**src/rtl/lsu_pkg.sv**
```systemverilog
// Shared definitions for the load/store unit: funct3 codes, FSM states and
// byte-lane helpers used by both the alignment datapath and the controller.
package lsu_pkg;

    localparam logic [2:0] F3_B  = 3'b000;
    localparam logic [2:0] F3_H  = 3'b001;
    localparam logic [2:0] F3_W  = 3'b010;
    localparam logic [2:0] F3_BU = 3'b100;
    localparam logic [2:0] F3_HU = 3'b101;

    typedef enum logic {
        IDLE   = 1'b0,
        RMW_WR = 1'b1
    } lsu_state_t;

    // Byte-lane mask for a byte (is_half=0) or halfword (is_half=1) at the given offset.
    function automatic logic [31:0] lane_mask(input logic is_half, input logic [1:0] offset);
        logic [31:0] base;
        base = is_half ? 32'h0000_FFFF : 32'h0000_00FF;
        return base << {offset, 3'b000};
    endfunction

    // True for the five funct3 encodings that name a real access size.
    function automatic logic f3_defined(input logic [2:0] funct3);
        return (funct3 == F3_B) || (funct3 == F3_H) || (funct3 == F3_W) ||
               (funct3 == F3_BU) || (funct3 == F3_HU);
    endfunction

    // True when the access size does not fit its natural alignment.
    function automatic logic addr_misaligned(input logic [2:0] funct3, input logic [1:0] offset);
        logic bad;
        bad = 1'b0;
        if (funct3 == F3_W)
            bad = (offset != 2'b00);
        else if ((funct3 == F3_H) || (funct3 == F3_HU))
            bad = offset[0];
        return bad;
    endfunction

endpackage

```
**src/rtl/lsu_align.sv**
```systemverilog
// Combinational lane logic: extracts and extends sub-word loads from the
// memory word, and merges sub-word store data into the old memory word.
module lsu_align
    import lsu_pkg::*;
(
    input  logic [2:0]  funct3,
    input  logic [1:0]  offset,
    input  logic [31:0] mem_rdata,
    input  logic [31:0] wdata,
    output logic [31:0] load_data,
    output logic [31:0] merge_data
);

    logic [31:0] rdata_shifted;
    logic [31:0] wdata_shifted;
    logic [31:0] mask;

    assign rdata_shifted = mem_rdata >> {offset, 3'b000};
    assign wdata_shifted = wdata << {offset, 3'b000};
    // Only SB (000) and SH (001) reach the merge path, so funct3[0] picks the size.
    assign mask = lane_mask(funct3[0], offset);

    // Load extraction: the addressed lane is moved to bit 0, then extended.
    always_comb begin
        load_data = 32'h0;
        case (funct3)
            F3_B:    load_data = {{24{rdata_shifted[7]}}, rdata_shifted[7:0]};
            F3_BU:   load_data = {24'h0, rdata_shifted[7:0]};
            F3_H:    load_data = {{16{rdata_shifted[15]}}, rdata_shifted[15:0]};
            F3_HU:   load_data = {16'h0, rdata_shifted[15:0]};
            F3_W:    load_data = mem_rdata;
            default: load_data = 32'h0;
        endcase
    end

    // Store merge, one byte lane at a time: new byte where masked, old byte elsewhere.
    generate
        for (genvar gi = 0; gi < 4; gi++) begin : g_merge_lane
            assign merge_data[8*gi +: 8] = mask[8*gi] ? wdata_shifted[8*gi +: 8]
                                                      : mem_rdata[8*gi +: 8];
        end
    endgenerate

endmodule

```
**src/rtl/load_store_unit.sv**
```systemverilog
// Load/store unit between the monocycle core and a word-only data memory.
// Loads are zero-latency; SB/SH become a two-cycle read-modify-write that
// stalls the core for one cycle. Misaligned or undefined requests are dropped.
module load_store_unit
    import lsu_pkg::*;
#(
    parameter int ADDR_W = 32,
    parameter int CNT_W  = 16
) (
    input  logic              clk,
    input  logic              reset,
    input  logic              cpu_req,
    input  logic              cpu_we,
    input  logic [2:0]        cpu_funct3,
    input  logic [ADDR_W-1:0] cpu_addr,
    input  logic [31:0]       cpu_wdata,
    output logic [31:0]       cpu_rdata,
    output logic              cpu_stall,
    output logic              misaligned,
    output logic [CNT_W-1:0]  rmw_count,
    output logic              mem_read,
    output logic              mem_write,
    output logic [ADDR_W-1:0] mem_address,
    output logic [31:0]       mem_write_data,
    input  logic [31:0]       mem_read_data
);

    lsu_state_t        state_reg, state_next;
    logic [31:0]       merge_reg, merge_next;
    logic [ADDR_W-1:0] addr_reg, addr_next;
    logic [CNT_W-1:0]  count_reg, count_next;

    logic [ADDR_W-1:0] aligned_addr;
    logic              req_bad;
    logic              store_word;
    logic              store_sub;
    logic [31:0]       load_data;
    logic [31:0]       merge_data;

    assign aligned_addr = {cpu_addr[ADDR_W-1:2], 2'b00};

    // Unsigned stores do not exist, so BU/HU with cpu_we are dropped like undefined codes.
    assign req_bad    = !f3_defined(cpu_funct3) ||
                        addr_misaligned(cpu_funct3, cpu_addr[1:0]) ||
                        (cpu_we && cpu_funct3[2]);
    assign store_word = (cpu_funct3 == F3_W);
    assign store_sub  = (cpu_funct3 == F3_B) || (cpu_funct3 == F3_H);

    lsu_align u_align (
        .funct3     (cpu_funct3),
        .offset     (cpu_addr[1:0]),
        .mem_rdata  (mem_read_data),
        .wdata      (cpu_wdata),
        .load_data  (load_data),
        .merge_data (merge_data)
    );

    // Next-state and output decode; everything is held quiet while reset is high.
    always_comb begin
        state_next     = state_reg;
        merge_next     = merge_reg;
        addr_next      = addr_reg;
        count_next     = count_reg;
        mem_read       = 1'b0;
        mem_write      = 1'b0;
        mem_address    = aligned_addr;
        mem_write_data = cpu_wdata;
        cpu_stall      = 1'b0;
        misaligned     = 1'b0;
        cpu_rdata      = 32'h0;
        if (!reset) begin
            case (state_reg)
                IDLE: begin
                    if (cpu_req) begin
                        if (req_bad) begin
                            misaligned = 1'b1;
                        end else if (!cpu_we) begin
                            mem_read  = 1'b1;
                            cpu_rdata = load_data;
                        end else if (store_word) begin
                            mem_write = 1'b1;
                        end else if (store_sub) begin
                            mem_read   = 1'b1;
                            cpu_stall  = 1'b1;
                            merge_next = merge_data;
                            addr_next  = aligned_addr;
                            state_next = RMW_WR;
                        end
                    end
                end
                RMW_WR: begin
                    // The core is still presenting the same store; its inputs are ignored here.
                    mem_write      = 1'b1;
                    mem_address    = addr_reg;
                    mem_write_data = merge_reg;
                    if (count_reg != {CNT_W{1'b1}})
                        count_next = count_reg + CNT_W'(1);
                    state_next     = IDLE;
                end
                default: state_next = IDLE;
            endcase
        end
    end

    // State, merge buffer, target address and event counter.
    always_ff @(posedge clk) begin
        if (reset) begin
            state_reg <= IDLE;
            merge_reg <= 32'h0;
            addr_reg  <= '0;
            count_reg <= '0;
        end else begin
            state_reg <= state_next;
            merge_reg <= merge_next;
            addr_reg  <= addr_next;
            count_reg <= count_next;
        end
    end

    assign rmw_count = count_reg;

endmodule

```
**config.mk**
```make
export PLATFORM = sky130hd
export DESIGN_NAME = load_store_unit
export DESIGN_NICKNAME = d
export VERILOG_FILES = /design/src/rtl/lsu_pkg.sv /design/src/rtl/lsu_align.sv /design/src/rtl/load_store_unit.sv
export SDC_FILE = /design/constraint.sdc
export NUM_CORES = 1
export LEC_CHECK = 0
export CAP_MARGIN = 10
export CELL_PAD_IN_SITES_DETAIL_PLACEMENT = 1
export CELL_PAD_IN_SITES_GLOBAL_PLACEMENT = 1
export CORE_ASPECT_RATIO = 1.2
export CORE_MARGIN = 3
export CORE_UTILIZATION = 33
export CTS_BUF_LIST = sky130_fd_sc_hd__clkbuf_8 sky130_fd_sc_hd__clkbuf_16
export CTS_CLUSTER_DIAMETER = 50
export CTS_CLUSTER_SIZE = 24
export DETAILED_ROUTE_END_ITERATION = 10
export PLACE_DENSITY_LB_ADDON = 0.1
export SYNTH_ARGS = -nofsm -noshare
export SYNTH_HDL_FRONTEND = slang
export SYNTH_SLANG_ARGS = --single-unit
```
**constraint.sdc**
```tcl
create_clock -name clk -period 7 [get_ports clk]
set_input_delay 0.7 -clock clk [delete_from_list [all_inputs] [get_ports clk]]
set_output_delay 0.7 -clock clk [all_outputs]
set_load 0.01 [all_outputs]
```
# Word-level counts from Yosys, hierarchy flattened
# Index checks and enable logic that the tools add are counted.
# W data, S select, Z words.
# classes
addsub	1
eq_ne	5
shifts	3
mux	40
n_bitwise	3
reduce_logical	13
# ops
operator	count
$mux W32	9
$pmux W32 S5	1
$mux W8	4
$shl A32 B5 Y25	1
$shl A32 B5 Y32	1
$shr A32 B5 Y16	1
$mux W1	23
$add A16 B1 Y16 const B	1
$mux W16	1
$ne A16 B16 Y1 const B	1
$logic_or A1 B1 Y1	7
$eq A3 B3 Y1 const B	2
$reduce_and A6 Y1	1
$pmux W1 S2	2
$eq A3 B1 Y1 const B	1
$eq A3 B2 Y1 const B	1
$logic_not A3 Y1	1
$not A1 Y1	3
$reduce_and A2 Y1	1
$reduce_bool A2 Y1	1
$logic_and A1 B1 Y1	1
$logic_not A1 Y1	1
# word_totals
ff_bits	79
in_bits	103
output_inout_bits	116
elab_cells	69

# Depth between registers and ports, before layout
# depth
depth_word	12
mapped_depth	9
mapped_depth_nobuf	5

# Cells and area by module
# Synthesis repeated with hierarchy kept, for this count alone.
# unflattened
cells_unflattened	703
hier_area_um2	5482.8
# modules_own_cells
mod	instances	cells_each	area_each_um2	seq_area_each_um2
load_store_unit	1	489	4063.9	1581.5
lsu_align	1	214	1418.9	0.0

# Least setup slack after synthesis
# Ideal clock, no wire load.
# synth_timing
path_kind	input to output
startpoint	input reset
endpoint	output cpu_rdata[21]
arrival_time_ns	2.648
required_time_ns	6.300
setup_slack_ns	3.652
stages	7
n_path_buf	3
cell_sequence	clkbuf_1 or3b_2 a2111o_1 buf_6 a2111oi_4 buf_6 a21o_1
# synth_via
elab_chain_len	1
# synth_lines
item	line	source
start: declaration	load_store_unit.sv:11	input logic reset,
$mux W32	load_store_unit.sv:71	if (!reset) begin
end: declaration	load_store_unit.sv:17	output logic [31:0] cpu_rdata,
# No other way between the ends.

# Final worst setup path
# layout_timing
startpoint	input cpu_addr[1]
endpoint	output cpu_rdata[31]
# layout_via
elab_chain_len	8
elab_cells_between_ends	11
classes_between	1 x shift; 7 x mux; 3 x reduce/logical
# layout_lines
item	line	source
start: declaration	load_store_unit.sv:15	input logic [ADDR_W-1:0] cpu_addr,
parallel branches: the longest is 4 deep, another holds $shr A32 B5 Y16	-	
$mux W32 (*)	load_store_unit.sv:75	if (req_bad) begin
$mux W32 (*)	load_store_unit.sv:74	if (cpu_req) begin
$mux W32 (*)	load_store_unit.sv:72	case (state_reg)
$mux W32 (*)	load_store_unit.sv:71	
# Mark *: on every way between the ends.

==> impl_metrics.json <==
{
  "tritoncts": "done",
  "grt_total_usage_pct": 22.66,
  "ctsHtreeMaxLevel": 3,
  "avgRoutedWirePerCell_microns": 19.24,
  "place_hpwl_mm": 14.83,
  "cts_root_buffer": "sky130_fd_sc_hd__clkbuf_16",
  "design.portCount": 219,
  "hold_path_class": "reg -> reg",
  "fin_total_pwr_mw": 1.184,
  "post_synth_most_frequent_cells": "sky130_fd_sc_hd__nand2_1 (133), sky130_fd_sc_hd__a21oi_1 (80), sky130_fd_sc_hd__dfxtp_1 (79)",
  "comb_power_share_pct": 21.1,
  "pre_cts_ws_ps": 2020,
  "cts.reportedPaths.clkPinSlew_ps": 70,
  "worstReg2RegStart": "state_reg$_SDFF_PP0_",
  "cts_inserted_buffers": 9,
  "timing.hold.worst_endpoint": "addr_reg[30]$_SDFFE_PP0P_",
  "min_from": "addr_reg[30]$_SDFFE_PP0P_",
  "starting_utilization_of_the_core_area_pct": 34.02,
  "antenna_left": 0,
  "routed_wirelength_mm": 19.82,
  "final_hold_slack_ps": 454.6,
  "syn2layout_area_growth_pct": 48.60,
  "asyncSetResetFlopFracSynth_pct": 0,
  "setup_ws_ps": 2039,
  "end_kind": "output port",
  "timing.critical_path.arrival_ps": 4260,
  "cts_buffer_depth": 2,
  "port-buffer-count": 216,
  "peakVddDrop_mv": 0.09666,
  "yosysSeqAreaShare_pct": 30.70,
  "timing.final.max_slew_violations": 0,
  "number_of_cells_on_the_worst_reg_to_reg_path": 5,
  "setup-tns-final_ps": 0,
  "die_height_microns": 142.9,
  "power.density_nw_per_um2": 154.6,
  "grt_first_pass_wirelength_mm": 31.62,
  "regToRegEndpoint": "merge_reg[23]$_SDFFE_PP0P_",
  "fillerInstances": 1807,
  "crit_chain": "clkdlybuf4s50_1, buf_4, or4_4, a2111o_1, nor2_1, a21o_1, clkdlybuf4s50_1",
  "clock-sinks": 79,
  "postCtsResizedCells": 0,
  "final-hold-violation-count": 0,
  "nets_finish": 925,
  "synth_area_leaders": "sky130_fd_sc_hd__dfxtp_1 (31%), sky130_fd_sc_hd__mux2_2 (17%), sky130_fd_sc_hd__nand2_1 (9.7%)",
  "area_of_combinational_cells_with_multiple_inputs_sq_um": 3313,
  "largest_reg_flops": 32,
  "coreArea_sq_um": 15140,
  "max_cap_violations": 0,
  "rrSetupSlack_ps": 4670,
  "min_period_ps": 4961,
  "utilization_pct": 50.55,
  "synth_largest_type_area_fraction_pct": 30.70,
  "cts_hold_buffers": 0,
  "worst-slew-pin-transition_ps": 1070,
  "die_width_microns": 120.1,
  "critical_path.startpoint_type": "input port",
  "gp_routability_congestion": 0.8951,
  "power_leakage_nw": 2.713,
  "grt_setup_unrepaired": "false",
  "ys.flop_type": "sky130_fd_sc_hd__dfxtp_1",
  "num_rows": 49,
  "switching_share_pct": 26.01,
  "largest_net_degree_at_the_start_of_global_routing": 82,
  "critPathMaxFanout": 49,
  "worst_skew_late_latency_ps": 330,
  "vias_per_cell": 5.441,
  "whs_path_depth": 2,
  "skew_ps": 14.02,
  "floorplan_die_area_sq_um": 17150,
  "synth.ff_latch_count": 79,
  "postCtsSetupRepairBufs": 0,
  "synth_area_per_cell_sq_um": 7.949,
  "critPathKind": "in -> out",
  "synth.most_common_cell": "sky130_fd_sc_hd__nand2_1",
  "layout.area.seq_sq_um": 1582,
  "report.final.setup_viol": 0,
  "edff_count_synth": 0,
  "drt_pass1_iterations": 4,
  "period_share_pct": 70.87,
  "yosys_warnings": 0,
  "power.switching_uw": 307.9,
  "post_route_cells_drive_above_1_share_pct": 14.04,
  "max_slew_margin_pct": 28.44,
  "num_vias": 5604,
  "library_cell_with_the_largest_summed_area_after_synthesis": "sky130_fd_sc_hd__dfxtp_1",
  "critical_path.n_buffers_inverters": 3,
  "seq_power_share_pct": 39.0,
  "internal_power_uw": 875.8,
  "antenna_cells": 0,
  "synth_cell_types": 53,
  "worst_path_most_repeated_cell": "sky130_fd_sc_hd__clkdlybuf4s50_1",
  "peak_freq_mhz": 201.6,
  "outcome": "finished, final reports clean",
  "worst_path_cell_with_the_longest_stage_delay": "sky130_fd_sc_hd__nor2_1",
  "dr_iter_0_viols": 280,
  "power.share.clock_pct": 39.9,
  "antenna_found_initial": 0,
  "gr-total-overflow": 0,
  "detail_route.drc_violations": 0,
  "cell_count_after_synthesis": 648,
  "worst_path_largest_cell_delay_ps": 820,
  "required_ps": 6300,
  "first_global_vias": 5964,
  "worst_path_dominant_cell_family": "simple AND/OR/NAND/NOR gates",
  "total_standard_cell_area_after_synthesis_sq_um": 5151
}
[worst max-delay path by stage]
stage                             start             to  depth (start not counted)
after floorplan                   reset  cpu_rdata[21]                          7
after global placement      cpu_addr[1]  cpu_rdata[27]                          7
after detailed placement  cpu_funct3[0]  cpu_rdata[31]                          6
after CTS                 cpu_funct3[0]  cpu_rdata[31]                          6
after global routing        cpu_addr[1]  cpu_rdata[28]                          7
final                       cpu_addr[1]  cpu_rdata[31]                          7
[placed cells by master (no fill, tap or decap), types with 8 or more instances in the layout]
master and n:
sky130_fd_sc_hd__o21ai_0 15, sky130_fd_sc_hd__a22oi_1 14, sky130_fd_sc_hd__mux2_2 77, sky130_fd_sc_hd__nand2b_1 8, sky130_fd_sc_hd__dfxtp_1 79, sky130_fd_sc_hd__nand2_1 132, sky130_fd_sc_hd__clkdlybuf4s50_1 214, sky130_fd_sc_hd__nand3_1 12
sky130_fd_sc_hd__nor2_1 22, sky130_fd_sc_hd__clkbuf_16 9, sky130_fd_sc_hd__o211ai_1 24, sky130_fd_sc_hd__a311oi_1 8, sky130_fd_sc_hd__a21oi_1 80, sky130_fd_sc_hd__mux2i_1 14, sky130_fd_sc_hd__a21o_1 16
[worst min-delay path, delay by kind of cell, from the launching register on]
family | cells | cell delay, ps
and+or+nand+nor | 1 | 50
DFF | 1 | 310
AOI/OAI and AO/OA | 1 | 50
[routing by layer]
| metal | vias up | GRT usage [%] | share of wire (%) |
|---|---|---|---|
| li1 | 2699 | - | - |
| met1 | 2693 | 26.47 | 42 |
| met2 | 180 | 40.32 | 49 |
| met3 | 32 | 4.358 | 5.6 |
| met4 | 0 | 9.891 | 3.3 |
| met5 | - | 0 | 0 |
[power by group through the flow]
stage	logic, mW	clock network, mW	registers (mW)
global route	0.270	0.505	0.463
finish	0.250	0.472	0.462
floorplan	0.113	0	0.470
global placement	0.244	0	0.472
CTS	0.251	0.484	0.462
detailed placement	0.250	0	0.472
[area by class of cell]
| type | instances | share of cell area, % |
|---|---|---|
| Clock buffer | 10 | 3.122 |
| Timing Repair Buffer | 222 | 28.70 |
| Tap cell | 204 | 3.334 |
| Sequential cell | 79 | 20.66 |
| Multi-Input combinational cell | 507 | 43.28 |
| Clock inverter | 6 | 0.8009 |
| Inverter | 2 | 0.09807 |
[cells by family after synthesis]
logic type	share of synthesized area [%]
DFF	30.70
xor gates and xnor gates	0.3401
AOI/OAI and AO/OA	23.59
adders and majority gates	0.2429
other	0.07280
muxes	19.99
and+or+nand+nor	19.84
buffers and inverters	5.222
[per-stage QoR]
step | area [sq um] | cells
2_1_floorplan | 5155 | 649
3_3_place_gp | 7355 | 1014
3_5_place_dp | 7355 | 1014
4_1_cts | 7655 | 1030
5_1_grt | 7655 | 1030
6_report | 7655 | 1030
(Power assumes the default switching activity.)
